### config.mk
export PLATFORM = sky130hd
export DESIGN_NAME = pc_sequencer_flat
export DESIGN_NICKNAME = d
export VERILOG_FILES = /design/src/rtl/pc_sequencer_if.sv /design/src/rtl/pc_sequencer.sv /design/src/flat_wrapper.sv
export SDC_FILE = /design/constraint.sdc
export NUM_CORES = 1
export LEC_CHECK = 0
export BUFFER_PORTS_ARGS = -buffer_cell sky130_fd_sc_hd__buf_2
export CAP_MARGIN = 5
export CORE_MARGIN = 3
export CORE_UTILIZATION = 29
export DETAILED_ROUTE_END_ITERATION = 8
export PLACE_DENSITY_LB_ADDON = 0.25
export REMOVE_ABC_BUFFERS = 1
export SLEW_MARGIN = 5
export SYNTH_ARGS = -nofsm -noshare
export SYNTH_HDL_FRONTEND = slang
export SYNTH_SLANG_ARGS = --single-unit
### constraint.sdc
create_clock -name clk_i -period 2.5 [get_ports clk_i]
set_clock_uncertainty 0.2 [all_clocks]
set_input_delay 0.5 -clock clk_i [delete_from_list [all_inputs] [get_ports clk_i]]
set_output_delay 0.5 -clock clk_i [all_outputs]
set_load 0.005 [all_outputs]
### src/rtl/pc_sequencer_if.sv
// Fetch-side bus of the PC sequencer: control requests in, fetch address and
// status out. The sequencer uses the slave modport; whatever drives the
// requests (pipeline control, or a bench) uses the master modport.
// The history read port exists only when PC_HISTORY_EN is defined.
interface pc_sequencer_if #(
    parameter int ADDR_W = 32,
    parameter int CNT_W  = 32
);
    logic              stall_i;
    logic              fetch_ready_i;
    logic              branch_i;
    logic [ADDR_W-1:0] branch_target_i;
    logic              jump_i;
    logic [ADDR_W-1:0] jump_target_i;
    logic              exc_i;
    logic              halt_i;
    logic              resume_i;
    logic [ADDR_W-1:0] pc_o;
    logic [ADDR_W-1:0] pc_next_o;
    logic              fetch_valid_o;
    logic              redirect_o;
    logic              misalign_o;
    logic              halted_o;
    logic [CNT_W-1:0]  fetch_cnt_o;
`ifdef PC_HISTORY_EN
    logic [1:0]        hist_sel_i;
    logic [ADDR_W+1:0] hist_o;
`endif

`ifdef PC_HISTORY_EN
    modport slave (
        input  stall_i, fetch_ready_i, branch_i, branch_target_i, jump_i,
               jump_target_i, exc_i, halt_i, resume_i, hist_sel_i,
        output pc_o, pc_next_o, fetch_valid_o, redirect_o, misalign_o,
               halted_o, fetch_cnt_o, hist_o
    );
    modport master (
        output stall_i, fetch_ready_i, branch_i, branch_target_i, jump_i,
               jump_target_i, exc_i, halt_i, resume_i, hist_sel_i,
        input  pc_o, pc_next_o, fetch_valid_o, redirect_o, misalign_o,
               halted_o, fetch_cnt_o, hist_o
    );
`else
    modport slave (
        input  stall_i, fetch_ready_i, branch_i, branch_target_i, jump_i,
               jump_target_i, exc_i, halt_i, resume_i,
        output pc_o, pc_next_o, fetch_valid_o, redirect_o, misalign_o,
               halted_o, fetch_cnt_o
    );
    modport master (
        output stall_i, fetch_ready_i, branch_i, branch_target_i, jump_i,
               jump_target_i, exc_i, halt_i, resume_i,
        input  pc_o, pc_next_o, fetch_valid_o, redirect_o, misalign_o,
               halted_o, fetch_cnt_o
    );
`endif
endinterface

### src/rtl/pc_sequencer.sv
// Program-counter unit for the fetch stage. Generates the fetch address,
// advances it on accepted fetches, applies prioritised redirects
// (exception > branch > jump) and runs a BOOT/RUN/HALT state machine.
// Optional redirect history buffer: define PC_HISTORY_EN.
module pc_sequencer #(
    parameter int              ADDR_W       = 32,
    parameter logic [ADDR_W-1:0] RESET_VECTOR = 32'h0000_0000,
    parameter logic [ADDR_W-1:0] EXC_VECTOR   = 32'h0000_0080,
    parameter int              INSTR_BYTES  = 4,
    parameter int              BOOT_CYCLES  = 2,
    parameter int              CNT_W        = 32
) (
    input  logic          clk_i,
    input  logic          rst_i,
    pc_sequencer_if.slave bus
);
    typedef enum logic [1:0] {
        ST_BOOT,
        ST_RUN,
        ST_HALT
    } state_t;

    // Low address bits that must be zero for an instruction-aligned target.
    localparam logic [ADDR_W-1:0] LOW_MASK  = ADDR_W'(INSTR_BYTES - 1);
    localparam logic [ADDR_W-1:0] PC_INC    = ADDR_W'(INSTR_BYTES);
    localparam logic [3:0]        BOOT_LAST = 4'(BOOT_CYCLES - 1);

    state_t            state_q, state_d;
    logic [3:0]        boot_cnt_q, boot_cnt_d;
    logic [ADDR_W-1:0] pc_q, pc_d;
    logic              redirect_q, redirect_d;
    logic              misalign_q, misalign_d;
    logic [CNT_W-1:0]  fetch_cnt_q;
    logic              accept;

    // Only a RUN-state fetch can be accepted; stall blocks acceptance.
    assign accept = (state_q == ST_RUN) & bus.fetch_ready_i & ~bus.stall_i;

    // Next-state, next-PC and redirect flags.
    always_comb begin
        state_d    = state_q;
        boot_cnt_d = boot_cnt_q;
        pc_d       = pc_q;
        redirect_d = 1'b0;
        misalign_d = 1'b0;
        unique case (state_q)
            ST_BOOT: begin
                // Requests are ignored while booting; PC stays at reset vector.
                boot_cnt_d = boot_cnt_q + 4'd1;
                if (boot_cnt_q == BOOT_LAST) begin
                    state_d = ST_RUN;
                end
            end
            ST_RUN: begin
                if (bus.exc_i) begin
                    pc_d       = EXC_VECTOR;
                    redirect_d = 1'b1;
                end else if (bus.branch_i) begin
                    pc_d       = bus.branch_target_i & ~LOW_MASK;
                    redirect_d = 1'b1;
                    misalign_d = |(bus.branch_target_i & LOW_MASK);
                end else if (bus.jump_i) begin
                    pc_d       = bus.jump_target_i & ~LOW_MASK;
                    redirect_d = 1'b1;
                    misalign_d = |(bus.jump_target_i & LOW_MASK);
                end else if (accept) begin
                    pc_d = pc_q + PC_INC;
                end
                // An exception in the same cycle cancels the halt request.
                if (bus.halt_i && !bus.exc_i) begin
                    state_d = ST_HALT;
                end
            end
            ST_HALT: begin
                // Branch/jump are ignored here; exception forces a restart.
                if (bus.exc_i) begin
                    pc_d       = EXC_VECTOR;
                    redirect_d = 1'b1;
                    state_d    = ST_RUN;
                end else if (bus.resume_i) begin
                    state_d = ST_RUN;
                end
            end
            default: begin
                state_d = ST_BOOT;
            end
        endcase
    end

    // State, PC and one-cycle status pulses.
    always_ff @(posedge clk_i or posedge rst_i) begin
        if (rst_i) begin
            state_q    <= ST_BOOT;
            boot_cnt_q <= 4'd0;
            pc_q       <= RESET_VECTOR;
            redirect_q <= 1'b0;
            misalign_q <= 1'b0;
        end else begin
            state_q    <= state_d;
            boot_cnt_q <= boot_cnt_d;
            pc_q       <= pc_d;
            redirect_q <= redirect_d;
            misalign_q <= misalign_d;
        end
    end

    // Accepted-fetch counter; counts accepts even when a redirect overrides them.
    always_ff @(posedge clk_i or posedge rst_i) begin
        if (rst_i) begin
            fetch_cnt_q <= '0;
        end else if (accept) begin
            fetch_cnt_q <= fetch_cnt_q + CNT_W'(1);
        end
    end

    assign bus.pc_o          = pc_q;
    assign bus.pc_next_o     = pc_d;
    assign bus.fetch_valid_o = (state_q == ST_RUN);
    assign bus.halted_o      = (state_q == ST_HALT);
    assign bus.redirect_o    = redirect_q;
    assign bus.misalign_o    = misalign_q;
    assign bus.fetch_cnt_o   = fetch_cnt_q;

`ifdef PC_HISTORY_EN
    logic [ADDR_W+1:0] hist_q [4];
    logic [1:0]        hist_wr_q;
    logic [1:0]        hist_src;

    // Source of a redirect: in HALT only an exception can redirect, so a
    // non-exception redirect is a branch if requested, otherwise a jump.
    assign hist_src = bus.exc_i ? 2'd0 : (bus.branch_i ? 2'd1 : 2'd2);

    // Circular history of applied redirects, newest at hist_wr_q-1.
    always_ff @(posedge clk_i or posedge rst_i) begin
        if (rst_i) begin
            for (int i = 0; i < 4; i++) begin
                hist_q[i] <= '0;
            end
            hist_wr_q <= 2'd0;
        end else if (redirect_d) begin
            hist_q[hist_wr_q] <= {hist_src, pc_d};
            hist_wr_q         <= hist_wr_q + 2'd1;
        end
    end

    assign bus.hist_o = hist_q[hist_wr_q - 2'd1 - bus.hist_sel_i];
`endif
endmodule
### src/flat_wrapper.sv
// flat-port wrapper written by rule: the top's interface ports become plain ports
module pc_sequencer_flat 
#(
    parameter int              ADDR_W       = 32,
    parameter logic [ADDR_W-1:0] RESET_VECTOR = 32'h0000_0000,
    parameter logic [ADDR_W-1:0] EXC_VECTOR   = 32'h0000_0080,
    parameter int              INSTR_BYTES  = 4,
    parameter int              BOOT_CYCLES  = 2,
    parameter int              CNT_W        = 32
)
  (clk_i, rst_i, bus_stall_i, bus_fetch_ready_i, bus_branch_i, bus_branch_target_i, bus_jump_i, bus_jump_target_i, bus_exc_i, bus_halt_i, bus_resume_i, bus_pc_o, bus_pc_next_o, bus_fetch_valid_o, bus_redirect_o, bus_misalign_o, bus_halted_o, bus_fetch_cnt_o);
  pc_sequencer_if #(.ADDR_W(ADDR_W), .CNT_W(CNT_W)) bus_i ();
  input  logic clk_i;
  input  logic rst_i;
  input wire logic [$bits(bus_i.stall_i)-1:0] bus_stall_i;
  input wire logic [$bits(bus_i.fetch_ready_i)-1:0] bus_fetch_ready_i;
  input wire logic [$bits(bus_i.branch_i)-1:0] bus_branch_i;
  input wire logic [$bits(bus_i.branch_target_i)-1:0] bus_branch_target_i;
  input wire logic [$bits(bus_i.jump_i)-1:0] bus_jump_i;
  input wire logic [$bits(bus_i.jump_target_i)-1:0] bus_jump_target_i;
  input wire logic [$bits(bus_i.exc_i)-1:0] bus_exc_i;
  input wire logic [$bits(bus_i.halt_i)-1:0] bus_halt_i;
  input wire logic [$bits(bus_i.resume_i)-1:0] bus_resume_i;
  output wire logic [$bits(bus_i.pc_o)-1:0] bus_pc_o;
  output wire logic [$bits(bus_i.pc_next_o)-1:0] bus_pc_next_o;
  output wire logic [$bits(bus_i.fetch_valid_o)-1:0] bus_fetch_valid_o;
  output wire logic [$bits(bus_i.redirect_o)-1:0] bus_redirect_o;
  output wire logic [$bits(bus_i.misalign_o)-1:0] bus_misalign_o;
  output wire logic [$bits(bus_i.halted_o)-1:0] bus_halted_o;
  output wire logic [$bits(bus_i.fetch_cnt_o)-1:0] bus_fetch_cnt_o;
  assign bus_i.stall_i = bus_stall_i;
  assign bus_i.fetch_ready_i = bus_fetch_ready_i;
  assign bus_i.branch_i = bus_branch_i;
  assign bus_i.branch_target_i = bus_branch_target_i;
  assign bus_i.jump_i = bus_jump_i;
  assign bus_i.jump_target_i = bus_jump_target_i;
  assign bus_i.exc_i = bus_exc_i;
  assign bus_i.halt_i = bus_halt_i;
  assign bus_i.resume_i = bus_resume_i;
  assign bus_pc_o = bus_i.pc_o;
  assign bus_pc_next_o = bus_i.pc_next_o;
  assign bus_fetch_valid_o = bus_i.fetch_valid_o;
  assign bus_redirect_o = bus_i.redirect_o;
  assign bus_misalign_o = bus_i.misalign_o;
  assign bus_halted_o = bus_i.halted_o;
  assign bus_fetch_cnt_o = bus_i.fetch_cnt_o;
  pc_sequencer #(.ADDR_W(ADDR_W), .RESET_VECTOR(RESET_VECTOR), .EXC_VECTOR(EXC_VECTOR), .INSTR_BYTES(INSTR_BYTES), .BOOT_CYCLES(BOOT_CYCLES), .CNT_W(CNT_W)) u_core (.clk_i(clk_i), .rst_i(rst_i), .bus(bus_i));
endmodule
[After elaboration in Yosys (flattened, before gate mapping)]
Cells that the tools add are included.
Widths: inputs -> output; s select.
Cells by class
  magnitude comparators: 0
  muxes and demuxes: 20
  shift-type cells: 0
  equality and inequality tests: 6
  reductions and logical operators: 6
  $add $sub $neg: 3
  bitwise operators: 3
  multiply operators: 0
  div/mod/pow operators: 0
Operators by type and width (count)
  $mux 32: 5
  $pmux 32 s2: 1
  $add 32x1->32 const B: 1
  $add 32x3->32 const B: 1
  $mux 1: 8
  $mux 2: 4
  $pmux 2 s3: 1
  $add 4x1->4 const B: 1
  $eq 4x1->1 const B: 1
  $ne 2x1->1 const B: 2
  $reduce_or 2->1: 2
  $ne 3x3->1 const B: 1
  $reduce_and 3->1: 1
  $and 1x1->1: 2
  $eq 2x1->1 const B: 1
  $eq 2x2->1 const B: 1
  $logic_not 2->1: 1
  $pmux 1 s2: 1
  $logic_and 1x1->1: 1
  $logic_not 1->1: 1
  $not 1->1: 1
Word-level totals
  input port bits: 73
  ROM bits: 0
  flip-flop bits (word level): 72
  bits in writable memories: 0
  logic and storage cells: 44
  output and inout bits: 100
  latch bits: 0
  memories: 0

[Depth between registers and ports, before layout]
Gate-level depths: netlist (run 1).
  depth in word-level cells: 8
  mapped depth: 10
  gate-level depth less buffers: 7

[Least setup slack after synthesis (run 1)]
No wires, ideal clock.
  kind: reg-to-output
  from: register u_core.state_q[1]
  to: output bus_pc_next_o[30]
  cell stages (with the launch flop): 9
  slack: -0.200 ns
  required time: 1.800 ns
  buffers on the path: 1
  arrival time: 2.000 ns
  cells stage by stage: dfrtp_1 inv_1 ha_1 buf_4 nand4b_4 nor4_2 nand4_1 xor2_1 o31ai_1
On the way
  word-level cells in the longest chain between the ends: 8
  elaborated cells on any way between the ends: 9
  classes of those cells: 2 x eq/ne; 5 x mux; 2 x bitwise
RTL lines
  start, declared: line pc_sequencer.sv:28  | state_t state_q, state_d;
  start signal, assigned: line pc_sequencer.sv:99  | state_q <= state_d;
  $eq 2x1->1 (*)
  net bus_fetch_valid_o: line flat_wrapper.sv:26  | output wire logic [$bits(bus_i.fetch_valid_o)-1:0] bus_fetch_valid_o;
  $and 1x1->1 (2 in a row): line pc_sequencer.sv:37  | assign accept = (state_q == ST_RUN) & bus.fetch_ready_i & ~bus.stall_i;
  $mux 32: line pc_sequencer.sv:66  | end else if (accept) begin
  $mux 32: line pc_sequencer.sv:62  | end else if (bus.jump_i) begin
  $mux 32: line pc_sequencer.sv:58  | end else if (bus.branch_i) begin
  $mux 32: line pc_sequencer.sv:55  | if (bus.exc_i) begin
  $pmux 32 s2 (*): line pc_sequencer.sv:46  | unique case (state_q)
  end, declared: line flat_wrapper.sv:25  | output wire logic [$bits(bus_i.pc_next_o)-1:0] bus_pc_next_o;
The timed path passes the listed nets; every way through them passes the cells marked *.

[Worst setup path in the final report (run 1)]
  from: register u_core.state_q[1]
  to: output bus_pc_next_o[5]
On the way
  word-level cells in the longest chain between the ends: 8
  elaborated cells on any way between the ends: 9
  classes of those cells: 2 x eq/ne; 5 x mux; 2 x bitwise
RTL lines (line)
  $eq 2x1->1: pc_sequencer.sv:37, pc_sequencer.sv:46
  $and 1x1->1 (2 in a row): pc_sequencer.sv:37
  $mux 32: pc_sequencer.sv:66
  $mux 32: pc_sequencer.sv:62
  $mux 32: pc_sequencer.sv:58
  $mux 32: pc_sequencer.sv:55
  $pmux 32 s2 (*): pc_sequencer.sv:46
Mark *: on every way between the ends. The rest lies on a longest branch, timed or not.

==> summary.md, run 1 <==
| Metric | Value |
|---|---|
| DR DRC count | `0` |
| Max-cap viol count | `0` |
| Final min period | `2.97 ns` |
| Failing checks | `negative setup slack` |
| Via density | `5.14` |
| CTS tree | `done` |
| Setup TNS | `-11.56 ns` |
| Post-Syn Instances | `450` |
| Antenna Nets Post-Route | `0` |
| Setup crit start | `u_core.state_q[1]` |
| Critical path endpoint category | `output port` |
| Post-synthesis sequential area ratio | `42.8%` |
| Sink Count | `72` |
| Post-synth EDFFs | `0` |
| # port buffers | `172` |
| Leak pwr | `3.55 nW` |
| H-tree depth | `3` |
| Max incr delay on CP | `0.36 ns` |
| Net Switching | `2.71 mW` |
| Relative slew slack | `62.8%` |
| Outcome | `finished with violations` |
| Comb power frac | `54.7%` |
| Nets | `809` |
| Power Internal | `4.22 mW` |
| Vias post-DR | `4,685` |
| Final Util | `50.6%` |
| Synth cell types | `51` |
| Worst skew pair latency | `0.35 ns` |
| CTS Buf Count | `9` |
| Worst EP arrival | `2.27 ns` |
| Worst Path Max Fanout | `8` |
| Vias in the first global route | `4,736` |
| Mapped Area | `4210 um2` |
| Critical path class | `reg -> out` |
| Tcrit/Tclk final | `119%` |
| Fraction of registers with async set/reset | `100%` |
| Worst min path class | `in -> async` |
| Syn_area_per_cell | `9.36 um2` |
| PwrDens | `976 nW/um2` |
| Total global routing overflow | `0` |
| DIE AREA | `16,000 um2` |
| Crit path launch type | `register` |
| Die extent in x | `126 um` |
| Initial drt markers | `176` |
| Final hold vios | `0` |
| Post-DP HPWL | `11,500 um` |
| Fillers | `1,302` |
| Antenna violations before repair | `0` |
| Layout area overhead | `68.6%` |
| DIE HEIGHT | `126 um` |
| Flop pwr share | `26.0%` |
| Multi-input gate area | `2840 um2` |
| Pre-Repair DR Iteration Count | `4` |
| Synth Flop Type | `dfrtp_1` |
| Final Max Tran Viols | `0` |
| Critical Path, Cell by Cell | `inv_2, buf_6, ha_4, and3b_2, buf_12, buf_6, o221ai_4, a21oi_2, o21ai_1, o21ai_1, buf_2` |
| Wire length per cell | `17.4 um` |
| GRT Util Overall | `19.5%` |
| Max Root-Sink Buffers | `2` |
| Seq. cell area | `1800 um2` |
| Num ports | `173` |
| Clock power frac | `19.3%` |
| Reg-to-reg startpoint | `u_core.state_q[1]` |
| Cts hold-fix bufs | `0` |
| FP Rows | `43` |
| Ys Warns | `0` |
| Critical Path RT | `1.80 ns` |
| Commonest non-fill, non-tap cell in the layout | `buf_2` |
| Yosys reg bits | `72` |
| Peak supply drop | `0.529 mV` |
| Pin count of the biggest net entering global routing | `39` |
| RSZ-0062 raised after global routing | `true` |
| Most frequent cells in the layout | `buf_2 (171), buf_4 (96), dfrtp_1 (71)` |
| First-pass GRT wire length | `24,800 um` |
| CTS clk-pin slew, worst paths | `0.06 ns` |
| Final setup margin | `-0.471 ns` |
| Root buffer cell | `clkbuf_16` |
| Placer Congestion | `0.838` |
| Slowest stage cell, crit path | `dfrtp_1` |
| Switching Fraction | `39.1%` |
| Routed WL | `15,900 um` |
| Worst slew pin tran | `0.558 ns` |
| Peak Freq | `0.337 GHz` |
| ANT cells | `0` |
| Layout cell share with drive strength beyond 1 | `53.3%` |
| Final Setup Violations | `30` |
| Starting density of the core | `30.0%` |
| Area of the core | `14,000 um2` |
-- power groups by stage --
stage	clock [mW]	sequential, mW	combinational [mW]
floorplan	0	1.92	1.08
global placement	0	1.80	2.91
detailed placement	0	1.80	2.95
CTS	1.37	1.79	3.47
global route	1.41	1.84	4.13
finish	1.34	1.80	3.79
-- worst paths after layout --
kind,end,slack (ns),cells past startpoint
max,bus_pc_next_o[5],-0.47,11
min in group clk_i,u_core.bus.misalign_o,0.28,3
max reg2reg,u_core.bus.pc_o[15],0.16,13
min,u_core.bus.fetch_cnt_o[29],0.04,3
max in group asynchronous,u_core.bus.pc_o[2],1.61,3
min reg2reg,u_core.bus.fetch_cnt_o[13],0.29,1
-- layout make-up --
type | count | share of cell area (%)
inverter | 17 | 0.899
multi-input combinational | 340 | 40.0
sequential | 72 | 25.4
clock inverter | 6 | 0.969
clock buffer | 10 | 3.37
tap | 180 | 3.17
timing repair buffer | 287 | 26.2
-- what timing repair did --
action,CTS,global route
setup endpoints to repair,32,33
gates resized for setup,75,72
pin swaps,16,41
endpoints found under the hold margin,0,0
cloned,1,0
buffers inserted,21,20
-- layer usage --
metal  vias to the layer above  track usage, %  part of all wire (%)
met3                        16            5.39                   7.5
met2                       194            32.1                    48
li1                       2225               -                     -
met4                         0            5.93                   1.3
met1                      2250            24.9                    43
met5                         -               0                     0
-- stage by stage --
stage	power, mW	setup slack (ns)	hold slack (ns)	area, um2	std cells
floorplan	2.99	-0.361	0.247	4120	429
global placement	4.70	-0.278	0.262	5870	863
detailed placement	4.75	-0.301	0.278	5870	863
CTS	6.63	-0.475	0.0631	6650	900
global route	7.38	-0.602	0.0966	7100	912
finish	6.93	-0.471	0.0425	7100	912
-- flip-flops by register name, indices dropped and copies added (netlist names) --
name,cells
u_core.bus.redirect_o,1
u_core.state_q,2
u_core.bus.fetch_cnt_o,32
u_core.bus.pc_o,32
u_core.boot_cnt_q,4
u_core.bus.misalign_o,1
-- kinds of logic after synthesis --
family	count (synthesis)	share of synthesized area [%]
AO/OA/AOI/OAI	121	18.8
XOR/XNOR	42	8.74
adder cells (fa/ha/maj)	9	2.67
buffers and inverters	38	3.77
flip-flops	72	42.8
multiplexers	2	0.505
AND/OR/NAND/NOR	166	22.7
-- critical path: cells and delay by family (launching register included) --
family / cells / cell delay [ns]
compound gates: 4 / 0.40
fa+ha+maj: 1 / 0.27
buf+inv: 5 / 0.63
flops: 1 / 0.36
simple gates: 1 / 0.27
-- cells in the mapped netlist, drive strengths merged (2+ instances only) --
cell,count,area [um2]
a22oi,2,15.0
buf,12,61.3
xor2,17,149
a41oi,3,26.3
dfrtp,72,1800
xnor2,25,219
nand3b,4,33.8
a21oi,17,85.1
a21o,6,45.0
and2,5,31.3
inv,17,63.8
clkbuf,9,33.8
o221ai,17,149
nor4,6,80.1
a22o,6,52.6
and3,6,37.5
a31oi,7,43.8
nand2,40,150
o22ai,13,81.3
or3b,2,17.5
nor3,6,35.0
nand3,18,90.1
ha,9,113
nand2b,4,25.0
o21ai,36,180
and3b,4,35.0
nand4,24,180
and4,7,61.3
nor2,36,135
o31ai,6,45.0
No activity file was read; power rests on OpenSTA's default activity.
==> run 2: changes to the inputs <==
--- a/constraint.sdc
+++ b/constraint.sdc
@@ -4,2 +4,2 @@
 set_output_delay 0.5 -clock clk_i [all_outputs]
-set_load 0.005 [all_outputs]
+set_load 0.01 [all_outputs]
==> run 2 against run 1 <==
The run still ends with negative setup slack left. Combinational power rose by 9.5%. Clock power is 3% higher. Core utilization up 0.19 points. First-iteration DRC count increased by 32%. Sequential power is essentially flat. Critical path depth up 1. Hold slack better by 0.011 ns. Count of clock-buffer cells in the layout is the same. Worst setup slack lost 0.057 ns. Non-clock buffer count up 5. Largest power group unchanged.
==> summary.md, run 2 (synthesis gave the netlist of run 1 again) <==
| Metric | Value |
|---|---|
| Critical path class | `reg -> out` |
| Total global routing overflow | `0 (unchanged)` |
| Layout cell share with drive strength beyond 1 | `52.9% (-0.43 points)` |
| Final hold slack | `0.0537 ns (+0.0112 ns)` |
| Max Root-Sink Buffers | `2 (unchanged)` |
| Switching Fraction | `40.2% (+1.1 points)` |
| Flop pwr share | `24.7% (-1.3 points)` |
| Critical Path, Cell by Cell | `inv_2, buf_6, ha_4, and3b_2, buf_12, buf_12, buf_6, o221ai_4, o21ai_1, nand2_1, o21ai_2, buf_2` |
| CTS clk-pin slew, worst paths | `0.06 ns (about the same)` |
| Sink Count | `72 (unchanged)` |
| Worst min path class | `in -> async` |
| Worst skew pair latency | `0.34 ns (about the same)` |
| DR DRC count | `0 (unchanged)` |
| Pin count of the biggest net entering global routing | `39 (unchanged)` |
| Root buffer cell | `clkbuf_16` |
| Slowest stage cell, crit path | `dfrtp_1` |
| Final setup margin | `-0.528 ns (-0.0566 ns)` |
| Routed WL | `16,300 um (+2.5%)` |
| Routing usage on met1 | `24.9% (about the same)` |
| Fin cells | `916 (+0.44%)` |
| Wire length per cell | `17.8 um (+2.1%)` |
| Most frequent cells in the layout | `buf_2 (169), buf_4 (95), dfrtp_1 (72)` |
| Vias in the first global route | `4,661 (-1.6%)` |
| # port buffers | `172 (unchanged)` |
| Layout area overhead | `69.2%` |
| PwrDens | `1030 nW/um2 (+5.5%)` |
| Max-cap viol count | `0 (unchanged)` |
| Antenna violations before repair | `0 (unchanged)` |
| Layer with the highest usage | `met2` |
| Final Util | `50.7% (+0.19 points)` |
| Worst Path Max Fanout | `8 (unchanged)` |
| Max incr delay on CP | `0.37 ns (about the same)` |
| Comb power frac | `56.5% (+1.8 points)` |
| Net Switching | `2.95 mW (+8.9%)` |
| Post-DP HPWL | `11,500 um (-0.16%)` |
| Placed Cells | `863 (unchanged)` |
| Via density | `5.16 (+0.46%)` |
| Peak supply drop | `0.618 mV (+17%)` |
| Cts hold-fix bufs | `0 (unchanged)` |
| GR Util met3 | `5.09% (-0.29 points)` |
| Total power | `7.34 mW (+5.9%)` |
| Num ports | `173 (unchanged)` |
| Area of the core | `14,000 um2 (unchanged)` |
| R2R setup slack | `0.10 ns (-0.06 ns)` |
| Initial drt markers | `233 (+32%)` |
| Vias post-DR | `4,727 (+0.90%)` |
| Placer Congestion | `0.825 (-1.6%)` |
| FP Rows | `43 (unchanged)` |
| Starting density of the core | `30.0% (unchanged)` |
| Pre-Repair DR Iteration Count | `5 (+1)` |
| Met2 Use GR | `32.0% (-0.093 points)` |
| Relative slew slack | `63.4% (+0.56 points)` |
| Placed Area | `5880 um2 (+0.21%)` |
| CTS tree | `done` |
| Final min period | `3.03 ns (+0.0566 ns)` |
| Crit path launch type | `register` |
| Design area | `7130 um2 (+0.37%)` |
| Leak pwr | `3.51 nW (-1.2%)` |
| Clock power frac | `18.8% (-0.5 points)` |
| H-tree depth | `3 (unchanged)` |
| Tcrit/Tclk final | `121% (+2.3 points)` |
| First-pass GRT wire length | `24,600 um (-0.78%)` |
| Peak Freq | `0.330 GHz (-1.9%)` |
| Critical Path RT | `1.80 ns (about the same)` |
| Die extent in x | `126 um (unchanged)` |
| RSZ-0062 raised after global routing | `true` |
| ANT cells | `0 (unchanged)` |
| Power Internal | `4.39 mW (+4.0%)` |
| Critical path endpoint category | `output port` |
| Outcome | `finished with violations` |
| Final hold vios | `0 (unchanged)` |
| Commonest non-fill, non-tap cell in the layout | `buf_2` |
| Antenna Nets Post-Route | `0 (unchanged)` |
| DIE AREA | `16,000 um2 (unchanged)` |
| Worst slew pin tran | `0.549 ns (-0.00839 ns)` |
| Worst EP arrival | `2.33 ns (+0.06 ns)` |
| Failing checks | `negative setup slack` |
| DIE HEIGHT | `126 um (unchanged)` |
| Final Setup Violations | `32 (+6.7%)` |
| GRT Util Overall | `19.4% (-0.063 points)` |
| Nets | `814 (+0.62%)` |
| Final Max Tran Viols | `0 (unchanged)` |
| CTS Buf Count | `9 (unchanged)` |
## run 2: metrics by stage
stage / worst slack [ns] / setup TNS [ns]
after global routing: -0.648 / -16.06
final: -0.528 / -13.08
after global placement: -0.329 / -4.92
after floorplan: -0.479 / -10.24
after detailed placement: -0.325 / -5.62
after CTS: -0.488 / -11.76
## run 2: layer usage
metal  vias up  routed length [um]
met2       190                7870
met1      2288                7040
met3        20                1120
li1       2229                   -
met4         0                 280
met5         -                   0
## run 2: repair_timing
action,CTS,global route
pin swaps,26,29
buffers inserted,21,17
endpoints found under the setup margin,32,32
gates cloned,3,0
resized for setup,97,50
## run 2: worst paths after layout
| kind | end | depth (start not counted) | start |
|---|---|---|---|
| setup / recovery | bus_pc_next_o[8] | 12 | u_core.state_q[1] |
| hold / removal | u_core.bus.fetch_cnt_o[26] | 3 | rst_i |
| setup reg to reg | u_core.bus.pc_o[20] | 12 | u_core.state_q[1] |
| hold reg to reg | u_core.boot_cnt_q[3] | 1 | u_core.boot_cnt_q[3] |
| max in group asynchronous | u_core.bus.pc_o[7] | 3 | rst_i |
| min in group clk_i | u_core.boot_cnt_q[3] | 1 | u_core.boot_cnt_q[3] |
## run 2: critical path, delay by kind of cell, from the launching register on
family                     cells  cell delay [ns]
and+or+nand+nor                2             0.33
DFF                            1             0.37
buffers and inverters          6             0.71
AOI/OAI and AO/OA              3             0.31
adders and majority gates      1             0.27
## run 2: cell type report
type | count | area, um2
fillers | 1278 | 6920
inverters | 17 | 63.8
clock buffers | 10 | 229
well taps | 180 | 225
flip-flops and latches | 72 | 1800
clock inverters | 5 | 82.6
multi-input cells | 340 | 2780
repair buffers | 292 | 1940
## run 2: power groups by stage
stage / clock [mW] / sequential, mW / combinational (mW)
finish: 1.38 / 1.81 / 4.15
detailed placement: 0 / 1.82 / 3.13
global placement: 0 / 1.81 / 3.09
global route: 1.47 / 1.85 / 4.44
CTS: 1.42 / 1.80 / 3.78
floorplan: 0 / 2.02 / 1.18
==> run 3: changes to the inputs <==
clock period = 2.9 ns   (was 2.5 ns; I/O delays follow)
==> run 3 against run 2 <==
The run still ends with negative setup slack left. Combinational power decreased by 22%. Critical path depth down 3. Non-clock buffer count shrank 37. Via count is 3.0% lower. Cell area shrank 4.6%. Worst setup slack improved by 0.37 ns. Count of clock-buffer cells in the layout unchanged. Global-route usage shrank 0.31 points. Critical endpoint is now bus_pc_next_o[19].
==> summary.md, run 3 (synthesis gave the netlist of run 1 again) <==
| Metric | Value |
|---|---|
| Outcome | `finished with violations` |
| Failing checks | `negative setup slack` |
| Critical R2R Capture | `u_core.bus.pc_o[10]` |
| Final setup margin | `-0.160 ns (+0.368 ns)` |
| Max-cap viol count | `0 (unchanged)` |
| Clock power frac | `19.2% (+0.4 points)` |
| Worst slew pin tran | `0.784 ns (+0.235 ns)` |
| H-tree depth | `3 (unchanged)` |
| Placed Area | `5530 um2 (-6.0%)` |
| Area of the core | `14,000 um2 (unchanged)` |
| Layout area overhead | `61.4%` |
| Comb power frac | `53.1% (-3.4 points)` |
| Worst min path class | `in -> async` |
| Peak supply drop | `0.518 mV (-16%)` |
| Final Setup Violations | `29 (-9.4%)` |
| DR DRC count | `0 (unchanged)` |
| Max Root-Sink Buffers | `2 (unchanged)` |
| Placer Congestion | `0.831 (+0.79%)` |
| Worst R2R Path Depth | `18 (+6)` |
| Antenna violations before repair | `1 (+1)` |
| First-pass GRT wire length | `24,300 um (-1.2%)` |
| PwrDens | `893 nW/um2 (-13%)` |
| Setup crit start | `u_core.state_q[1]` |
| Critical path endpoint category | `output port` |
| Critical path class | `reg -> out` |
| Vias in the first global route | `4,534 (-2.7%)` |
| Starting density of the core | `30.0% (unchanged)` |
| Die extent in x | `126 um (unchanged)` |
| GRT Util Overall | `19.1% (-0.31 points)` |
| Fin cells | `880 (-3.9%)` |
| CTS clk-pin slew, worst paths | `0.06 ns (about the same)` |
| Sink Count | `72 (unchanged)` |
| Layout cell share with drive strength beyond 1 | `50.1% (-2.7 points)` |
| Final min period | `3.06 ns` |
| Final Max Tran Viols | `0 (unchanged)` |
| # port buffers | `172 (unchanged)` |
| Nets | `777 (-4.5%)` |
| Commonest non-fill, non-tap cell in the layout | `buf_2` |
| DIE AREA | `16,000 um2 (unchanged)` |
| Wire length per cell | `17.9 um (+0.68%)` |
| Antenna Nets Post-Route | `0 (unchanged)` |
| Total global routing overflow | `0 (unchanged)` |
| Fillers | `1,347 (+5.4%)` |
| Peak Freq | `0.327 GHz` |
| Via density | `5.21 (+1.0%)` |
| Most frequent cells in the layout | `buf_2 (168), dfrtp_1 (65), buf_4 (58)` |
| Critical Path Sink | `bus_pc_next_o[19]` |
| Seq. cell area | `1810 um2 (+0.49%)` |
| FP Rows | `43 (unchanged)` |
| Vias post-DR | `4,587 (-3.0%)` |
| Net Switching | `2.50 mW (-15%)` |
| Reg-to-reg startpoint | `u_core.state_q[1]` |
| Placed Cells | `816 (-5.4%)` |
| Worst skew pair latency | `0.35 ns (about the same)` |
| Switching Fraction | `41.2% (+0.96 points)` |
| Critical Path RT | `2.12 ns (+0.32 ns)` |
| Routed WL | `15,800 um (-3.3%)` |
| Worst Path Max Fanout | `8 (unchanged)` |
| Final hold slack | `0.179 ns (+0.125 ns)` |
| RSZ-0062 raised after global routing | `true` |
| Power Internal | `3.57 mW (-19%)` |
| Worst EP arrival | `2.28 ns (-0.05 ns)` |
| Total power | `6.07 mW (-17%)` |
| Root buffer cell | `clkbuf_16` |
| Multi-input gate area | `2690 um2 (-3.3%)` |
| Relative slew slack | `47.6% (-16 points)` |
| Num ports | `173 (unchanged)` |
| Leak pwr | `3.36 nW (-4.1%)` |
| Cts hold-fix bufs | `0 (unchanged)` |
| DIE HEIGHT | `126 um (unchanged)` |
| CTS tree | `done` |
| ANT cells | `0 (unchanged)` |
| Post-DP HPWL | `11,000 um (-4.1%)` |
| Tcrit/Tclk final | `106%` |
| Setup TNS | `-2.57 ns (+10.52 ns)` |
| Initial drt markers | `207 (-11%)` |
| R2R setup slack | `-0.10 ns (-0.20 ns)` |
| Flop pwr share | `27.6% (+2.9 points)` |
| Pre-Repair DR Iteration Count | `4 (-1)` |
| Design area | `6800 um2 (-4.6%)` |
| Pin count of the biggest net entering global routing | `39 (unchanged)` |
| Crit path launch type | `register` |
| CTS Buf Count | `9 (unchanged)` |
| Final hold vios | `0 (unchanged)` |
-- run 3: cell count changes in the layout (fill, tap and decap cells not counted), moves of 4 or more --
| cell | change |
|---|---|
| dfrtp_1 | -7 |
| o221ai_4 | -4 |
| dfrtp_2 | +7 |
| buf_4 | -37 |
-- run 3: layer usage --
layer / vias to the layer above / track usage (%) / share of wire, %
met4: 2 / 4.16 / 1.0
met3: 16 / 5.85 / 7.9
met1: 2202 / 25.0 / 43
met2: 201 / 31.3 / 48
li1: 2166 / - / -
met5: - / 0 / 0.082
-- run 3: layout make-up --
type,count,area share (%)
well taps,180,3.31
flip-flops and latches,72,26.6
inverters,17,0.939
clock inverters,6,0.994
clock buffers,10,3.52
multi-input cells,340,39.6
repair buffers,255,25.0
-- run 3: how the worst min path moves through the flow --
| stage | cells after the start | slack [ns] | to | from |
|---|---|---|---|---|
| floorplan | 1 | 0.25 | u_core.boot_cnt_q[3] | u_core.boot_cnt_q[3] |
| global placement | 1 | 0.26 | u_core.boot_cnt_q[3] | u_core.boot_cnt_q[3] |
| detailed placement | 1 | 0.28 | u_core.bus.fetch_cnt_o[27] | u_core.bus.fetch_cnt_o[27] |
| CTS | 2 | 0.20 | u_core.bus.fetch_cnt_o[26] | rst_i |
| global route | 2 | 0.25 | u_core.bus.fetch_cnt_o[26] | rst_i |
| finish | 2 | 0.18 | u_core.bus.fetch_cnt_o[25] | rst_i |
-- run 3: power by group through the flow --
stage,logic [mW],registers (mW),clock network (mW)
CTS,2.88,1.65,1.20
global route,3.47,1.72,1.24
detailed placement,2.27,1.67,0
floorplan,1.02,1.74,0
finish,3.22,1.68,1.17
global placement,2.25,1.66,0
-- run 3: critical path, stage by stage, from the launching register on --
cell      delay, ns
dfrtp_1        0.36
inv_2          0.07
buf_6          0.12
ha_4           0.26
and3b_2        0.26
buf_12         0.18
o221ai_4       0.10
or3_1          0.34
o221ai_2       0.08
buf_2          0.16
-- run 3: per-stage QoR --
step	util (%)	setup WS, ns
global route	48.4	-0.276
CTS	45.8	-0.112
global placement	39.4	-0.00624
detailed placement	39.4	0.0126
floorplan	-	-0.159
finish	48.4	-0.160
-- run 3: what timing repair did --
action	in CTS	in global routing
pin swaps	37	18
resized for setup	78	59
cloned	1	0
setup buffers	37	10
setup endpoints to repair	32	33
